`src/rtl/fifo_wr_arbiter.sv`:
```
// Two-requester round-robin arbiter for the write port of a command FIFO.
// Requester 0 is CPU bus-cycle capture, requester 1 is the DMA/refresh engine.
// Grants are bounded in burst length, writes are gated on fifo_full, and data is
// forwarded combinationally from the owner to the FIFO write port.
module fifo_wr_arbiter #(
  parameter int unsigned DWIDTH    = 40,
  parameter int unsigned MAX_BURST = 4
) (
  input  logic              clk,
  input  logic              reset,
  input  logic              req0,
  input  logic [DWIDTH-1:0] data0,
  output logic              ack0,
  input  logic              req1,
  input  logic [DWIDTH-1:0] data1,
  output logic              ack1,
  input  logic              fifo_full,
  output logic              fifo_wr,
  output logic [DWIDTH-1:0] fifo_wr_data,
  output logic [1:0]        owner
);

  localparam int unsigned   BW   = $clog2(MAX_BURST) + 1;
  localparam logic [BW-1:0] BMAX = BW'(MAX_BURST);

  typedef enum logic [1:0] {
    IDLE = 2'd0,
    GNT0 = 2'd1,
    GNT1 = 2'd2
  } state_t;

  state_t        state, state_nx;
  logic          last, last_nx;
  logic [BW-1:0] beats, beats_nx;
  logic [BW-1:0] beats_inc;
  logic          own_req;
  logic          oth_req;

  // State, last-served owner and burst counter; reset makes req0 win the first tie
  always_ff @(posedge clk) begin
    if (reset) begin
      state <= IDLE;
      last  <= 1'b1;
      beats <= '0;
    end else begin
      state <= state_nx;
      last  <= last_nx;
      beats <= beats_nx;
    end
  end

  // Arbitration, release decisions and combinational write-port muxing
  always_comb begin
    state_nx     = state;
    last_nx      = last;
    beats_nx     = beats;
    beats_inc    = beats;
    own_req      = 1'b0;
    oth_req      = 1'b0;
    fifo_wr      = 1'b0;
    ack0         = 1'b0;
    ack1         = 1'b0;
    fifo_wr_data = '0;
    owner        = 2'b00;

    case (state)
      IDLE: begin
        if (req0 && req1) begin
          state_nx = last ? GNT0 : GNT1;
        end else if (req0) begin
          state_nx = GNT0;
        end else if (req1) begin
          state_nx = GNT1;
        end
      end

      GNT0, GNT1: begin
        own_req      = (state == GNT0) ? req0 : req1;
        oth_req      = (state == GNT0) ? req1 : req0;
        // An in-flight beat during reset is dropped rather than written
        fifo_wr      = own_req & ~fifo_full & ~reset;
        ack0         = fifo_wr & (state == GNT0);
        ack1         = fifo_wr & (state == GNT1);
        fifo_wr_data = (state == GNT0) ? data0 : data1;
        owner        = (state == GNT0) ? 2'b01 : 2'b10;
        // Counter saturates so a lone owner can keep streaming past the limit
        beats_inc    = (beats == BMAX) ? beats : beats + BW'(1);

        if (!own_req || (fifo_wr && (beats_inc == BMAX) && oth_req)) begin
          last_nx  = (state == GNT1);
          beats_nx = '0;
          if (oth_req) begin
            state_nx = (state == GNT0) ? GNT1 : GNT0;
          end else begin
            state_nx = IDLE;
          end
        end else if (fifo_wr) begin
          beats_nx = beats_inc;
        end
      end

      default: begin
        state_nx = IDLE;
      end
    endcase
  end

endmodule
```
`config.mk`:
```
export PLATFORM = sky130hd
export DESIGN_NAME = fifo_wr_arbiter
export DESIGN_NICKNAME = d
export VERILOG_FILES = /design/src/rtl/fifo_wr_arbiter.sv
export SDC_FILE = /design/constraint.sdc
export NUM_CORES = 1
export LEC_CHECK = 0
export BUFFER_PORTS_ARGS = -buffer_cell sky130_fd_sc_hd__buf_2
export CAP_MARGIN = 10
export CORE_ASPECT_RATIO = 1.75
export CORE_MARGIN = 4
export CORE_UTILIZATION = 36
export DETAILED_ROUTE_END_ITERATION = 12
export PLACE_DENSITY = 0.86
export SKIP_LAST_GASP = 1
export SLEW_MARGIN = 0
export SYNTH_ARGS = -nofsm -noshare
export SYNTH_HDL_FRONTEND = slang
export SYNTH_SLANG_ARGS = --single-unit
```
`constraint.sdc`:
```
create_clock -name clk -period 3.3 [get_ports clk]
set_input_delay 0.165 -clock clk [delete_from_list [all_inputs] [get_ports clk]]
set_output_delay 0.165 -clock clk [all_outputs]
set_load 0.005 [all_outputs]
```
==> flow_summary_export.csv, run 1 <==
group,metric,value,unit
grt,grt_overflow,0,
drt,via_per_inst,4.890,
placement,port_buffers,129,
pwr,seqPwrFrac,8.6,%
yosys,synthDistinctLibCells,29,
cts,postCtsHoldBufs,0,
die,die_h,81.66,um
grt,grt_pass1_vias,1427,
pwr,p_sw_share,47.64,%
drt,wirelength,4252,um
grt,grt_pass1_wl,6361,um
layout,syn_to_final_growth,63.57,%
cts,cts-root-buf,"clkbuf_8",
die,core-area,2960,um^2
timing,setup_viol,0,
yosys,syn-cell-area,1116,um^2
pwr,peakVddDrop,0.4334,mV
timing,timing.final.crit_share,73.60,%
grt,track_usage,19.20,%
die,num_rows,26,
timing,worst_pin_slew,691.0,ps
cts,clk_pin_slew_worst_paths,40,ps
pwr,p_leak,0.9856,nW
die,floorplan.initialDensity,37.70,%
layout,final_layout_size_suffix_gt1_share,51.09,%
cts,cts-htree-levels,1,
die,dieArea,4090,um^2
yosys,yosysWarnings,0,
timing,holdWs,252.2,ps
layout,final_common_cell,"buf_2",
worst_setup_path,crit_fanout,26,
pwr,internal-power,0.0006614,W
yosys,synth_top_area_cell,"mux2i_1",
pwr,switchingPower,0.0006018,W
cts,cts_buffers,3,
die,die_width,50.09,um
grt,grt_max_degree,44,
drt,vias,1555,
yosys,netlist_top_cells_area,"mux2i_1 (40%), nor2_1 (17%), dfxtp_1 (11%)",
yosys,syn-num-nets,244,
cts,clockBufferDepth,2,
timing,hold_viol_final,0,
timing,skew,4.906,ps
drt,drt.antenna.violating_nets,0,
flow_run,cap_violations,0,
timing,max_freq,0.4117,GHz
cts,cts_tree,"yes",
cts,insertion_delay,230,ps
yosys,syn_inst,153,
drt,firstDrtPassIters,4,
drt,first_iter_violations,26,
worst_setup_path,crit_path_end_kind,"output pin",
layout,final_nets,369,
timing,tns,0,ps
status,status,"finished, final reports clean",
pwr,clkPwrFrac,8.9,%
die,ios,130,
layout,regArea,120.1,um^2
grt,antenna_found_initial,0,
layout,antenna_cells,0,
timing,rsz0062_at_grt,"false",
yosys,synth_seq_cells,6,
drt,wl_per_cell,13.37,um
worst_setup_path,worstSetupPathType,"reg2out",
yosys,post_synth.cell_area_avg,7.295,um^2
layout,final_cell_mix,"buf_2 (129), nor2_1 (50), mux2i_1 (45)",
yosys,ys_seq_area_share,10.76,%
drt,drc,0,
pwr,powerDensity,692.0,nW/um^2
cts,cts_num_sinks,6,
timing,slew-limit-headroom,53.94,%
placement,gp_congestion,0.9640,
cts,cts_resized,0,
timing,fin_crit,2429,ps
pwr,power_frac_comb,82.5,%
placement,hpwl,3582,um
worst_setup_path,required,3130,ps
min_path,hp-class,"in2reg",
layout,fill_cells,268,
worst_setup_path,startpoint_type,"register",
yosys,yosysTopAreaCellShare,40.36,%
layout,multi_input_area,932.1,um^2
timing,slew_violations,0,
worst_setup_path,arrival,2260,ps
cts,cts_setup_buffers,0,
==> cells by family (layout without fill, tap and decap cells) <==
logic type                 count (synthesis)  after routing  synth area share (%)
and+or+nand+nor                           65             65                 26.35
muxes                                     46             46                 41.37
buffers and inverters                     16            139                 5.941
AOI/OAI and AO/OA                         14             14                 8.856
adders and majority gates                  6              6                 6.726
DFF                                        6              6                 10.76
==> cell usage after synthesis <==
| cell type | count |
|---|---|
| or4_4 | 1 |
| or3_1 | 1 |
| dfxtp_1 | 6 |
| mux2i_1 | 45 |
| a21boi_0 | 2 |
| nand2_1 | 1 |
| ha_1 | 6 |
| o211ai_1 | 1 |
| buf_2 | 5 |
| o22ai_1 | 1 |
| a21oi_2 | 1 |
| and3b_1 | 2 |
| o21ai_0 | 3 |
| or3b_2 | 1 |
| o41ai_1 | 1 |
| mux2_2 | 1 |
| a2bb2oi_1 | 1 |
| a22oi_1 | 2 |
| nand2b_1 | 3 |
| nor2_1 | 50 |
| or4b_2 | 1 |
| and3_1 | 1 |
| and2_1 | 2 |
| inv_1 | 5 |
| clkbuf_1 | 6 |
| nor4_1 | 1 |
| a21oi_1 | 1 |
| a21o_2 | 1 |
| nor3_1 | 1 |
==> area by class of cell <==
class | count | area share (%)
clock buffer | 3 | 2.262
inverter | 5 | 1.028
multi-input combinational | 131 | 51.06
sequential | 6 | 6.580
tap | 42 | 2.879
timing repair buffer | 131 | 36.19
==> routing by layer <==
metal,part of all wire [%],track usage (%),vias to the layer above
li1,-,-,776
met1,34,20.04,701
met2,55,35.86,71
met3,9.9,5.626,7
met4,1.5,6.371,0
met5,0,0,-
==> path summary, 6_finish.rpt <==
kind | start | end | slack [ps] | cells after the start
max | state[1] | ack0 | 870 | 6
max reg2reg | state[1] | state[0] | 1070 | 6
min | reset | beats[1] | 250 | 2
min reg2reg | beats[2] | beats[2] | 510 | 2
==> power groups by stage <==
stage	sequential, W	combinational (W)	clock, W
global placement	0.000108	0.00104	0
finish	0.000109	0.00104	0.000112
floorplan	0.000105	0.000674	0
global route	0.000112	0.00116	0.000119
detailed placement	0.000110	0.00105	0
CTS	0.000108	0.00105	0.000115
==> sequential cells by signal, summed over array words and instances, names as in the netlist <==
signal,count
beats,3
state,2
last,1
==> worst max-delay path, stage by stage, from the launching register on <==
cell and delay (ps):
dfxtp_1 330, inv_1 80, ha_2 640, mux2i_1 290, nor4_1 400, and2_1 190
buf_2 110
==> metrics by stage <==
stage	setup slack [ps]	area (um^2)	cells	utilization, %	total power [W]
6_report	871.1	1826	318	61.67	0.001263
5_1_grt	704.1	1826	318	61.67	0.001387
4_1_cts	833.0	1826	318	61.67	0.001274
3_5_place_dp	1064	1784	315	60.27	0.001157
3_3_place_gp	1109	1784	315	60.27	0.001144
2_1_floorplan	1463	1116	153	-	0.0007789
No activity file was read; power rests on OpenSTA's default activity.
==> run 2, diff against run 1 <==
--- a/config.mk
+++ b/config.mk
@@ -5,13 +5,14 @@
 export SDC_FILE = /design/constraint.sdc
 export NUM_CORES = 1
 export LEC_CHECK = 0
+export ABC_AREA = 1
 export BUFFER_PORTS_ARGS = -buffer_cell sky130_fd_sc_hd__buf_2
 export CAP_MARGIN = 10
 export CORE_ASPECT_RATIO = 1.75
 export CORE_MARGIN = 4
-export CORE_UTILIZATION = 36
+export CORE_UTILIZATION = 30
 export DETAILED_ROUTE_END_ITERATION = 12
-export PLACE_DENSITY = 0.86
+export PLACE_DENSITY = 0.77
 export SKIP_LAST_GASP = 1
 export SLEW_MARGIN = 0
 export SYNTH_ARGS = -nofsm -noshare
==> constraint.sdc (replaced) <==
create_clock -name clk -period 2.13 [get_ports clk]
set_input_delay 0.1065 -clock clk [delete_from_list [all_inputs] [get_ports clk]]
set_output_delay 0.1065 -clock clk [all_outputs]
set_load 0.005 [all_outputs]
==> flow_summary_export.csv, run 2 <==
group,metric,value,unit
status,status,"finished, final reports clean",
drt,first_iter_violations,39,
drt,wl_per_cell,11.46,um
pwr,fin_total_pwr,0.001989,W
layout,fill_cells,407,
worst_setup_path,required,2020,ps
pwr,power_frac_comb,82.8,%
layout,largest_reg_flops,3,
pwr,internal-power,0.0009299,W
die,die_h,88.51,um
yosys,synth_ff_type,"dfxtp_1",
pwr,p_sw_share,53.24,%
placement,port_buffers,129,
cts,cts_num_sinks,6,
layout,final_cell_mix,"buf_2 (129), nand2_1 (100), a21oi_1 (45)",
layout,antenna_cells,0,
grt,grt_pass1_vias,1693,
flow_run,cap_violations,0,
layout,regArea,120.1,um^2
layout,multi_input_area,869.6,um^2
pwr,seqPwrFrac,8.3,%
placement,gp_congestion,0.8501,
yosys,synth_top_area_cell,"nand2_1",
timing,setup_viol,0,
die,num_rows,29,
worst_setup_path,arrival,1830,ps
layout,final_common_cell,"buf_2",
timing,worst_pin_slew,410.2,ps
cts,insertion_delay,230,ps
grt,grt_overflow,0,
cts,cts-htree-levels,1,
placement,hpwl,3556,um
worst_setup_path,crit_fanout,23,
die,dieArea,4780,um^2
cts,cts_resized,0,
drt,via_per_inst,4.659,
timing,timing.final.crit_share,90.75,%
pwr,clkPwrFrac,8.9,%
drt,wirelength,4402,um
worst_setup_path,crit_path_end_kind,"output pin",
timing,rsz0062_at_grt,"false",
pwr,powerDensity,1084,nW/um^2
grt,grt_pass1_wl,6624,um
min_path,hp-class,"in2reg",
worst_setup_path,worstSetupPathType,"reg2out",
cts,cts_buffers,3,
timing,hold_viol_final,0,
cts,clk_pin_slew_worst_paths,40,ps
pwr,p_leak,1.100,nW
die,ios,130,
yosys,netlist_top_cells_area,"nand2_1 (34%), a21oi_1 (20%), dfxtp_1 (11%)",
layout,top_register,"beats",
yosys,ys_async_sr_fraction,0,%
yosys,ys_seq_area_share,10.81,%
die,die_width,54.01,um
timing,skew,2.646,ps
cts,cts_setup_buffers,0,
pwr,switchingPower,0.001059,W
drt,drt.antenna.violating_nets,0,
timing,fin_ws,197.1,ps
pwr,peakVddDrop,0.7274,mV
yosys,synth_edf_count,0,
grt,track_usage,17.81,%
timing,slew_violations,0,
drt,firstDrtPassIters,4,
drt,drc,0,
yosys,synthTopCellsByCount,"nand2_1 (100), a21oi_1 (45), clkbuf_1 (12), inv_1 (12), nand3_1 (7)",
worst_setup_path,rrSetupSlack,400,ps
yosys,post_synth.cell_area_avg,5.144,um^2
die,core-area,3592,um^2
yosys,synthDistinctLibCells,22,
timing,max_freq,0.5174,GHz
cts,cts-root-buf,"clkbuf_8",
yosys,synth_most_common_cell,"nand2_1",
cts,postCtsHoldBufs,0,
layout,final_util,51.06,%
layout,final_layout_size_suffix_gt1_share,44.08,%
timing,tns,0,ps
layout,syn_to_final_growth,65.09,%
timing,slew-limit-headroom,72.61,%
drt,vias,1789,
grt,grt_max_degree,42,
yosys,yosysTopAreaCellShare,33.78,%
cts,clockBufferDepth,2,
yosys,syn-cell-area,1111,um^2
worst_setup_path,startpoint_type,"register",
yosys,syn-num-nets,307,
die,floorplan.initialDensity,30.93,%
timing,fin_crit,1933,ps
yosys,syn_inst,216,
placement,dp_slack,448.5,ps
grt,antenna_found_initial,0,
layout,final_nets,431,
layout,top_regs,"beats: 3 flops, state: 2 flops, last: 1 flops",
yosys,yosysWarnings,0,
cts,cts_tree,"yes",
yosys,synth_seq_cells,6,
==> run 2: metal layers <==
layer	vias to the layer above	share of wire, %	track usage (%)	routed length [um]
met2	80	55	34.88	2435
met4	0	0.77	5.442	34
met1	768	36	18.48	1595
li1	933	-	-	-
met5	-	0	0	0
met3	8	7.7	2.361	337
==> run 2: final cells by class <==
class | count | share of cell area, %
multi-input combinational | 181 | 47.41
timing repair buffer | 132 | 37.11
sequential | 6 | 6.548
inverter | 16 | 3.547
tap | 46 | 3.138
clock buffer | 3 | 2.251
==> run 2: cells by family (layout without fill, tap and decap cells) <==
logic type | after synthesis | in the layout | share of synthesized area (%)
fa+ha+maj | 6 | 6 | 6.757
buf+inv | 29 | 151 | 10.92
simple gates | 126 | 126 | 49.44
flops | 6 | 6 | 10.81
compound gates | 49 | 49 | 22.07
==> run 2: power groups by stage <==
stage                     clock [W]  sequential (W)  combinational [W]
after CTS                  0.000182        0.000164            0.00166
after detailed placement          0        0.000166            0.00164
after global placement            0        0.000165            0.00163
final                      0.000178        0.000165            0.00165
after global routing       0.000193        0.000168            0.00185
after floorplan                   0        0.000161           0.000986
==> run 2: critical path: stages, from the launching register on <==
cell     delay [ps]
dfxtp_1         370
inv_1           100
ha_1            380
inv_2           350
buf_12          210
a21oi_1          50
buf_2           130
==> run 2: worst paths after layout <==
path                                from                to  cells after the start
worst max register to register  state[0]          state[0]                      8
worst min-delay path               reset          beats[1]                      2
worst min register to register      last              last                      2
worst max-delay path            state[0]  fifo_wr_data[19]                      6
==> run 2: per-stage QoR <==
| stage | hold WS, ps | cell area (um^2) | instances |
|---|---|---|---|
| final | 111.0 | 1834 | 384 |
| after detailed placement | 348.4 | 1793 | 381 |
| after floorplan | 175.6 | 1111 | 216 |
| after global placement | 347.4 | 1793 | 381 |
| after CTS | 106.7 | 1834 | 384 |
| after global routing | 116.6 | 1834 | 384 |
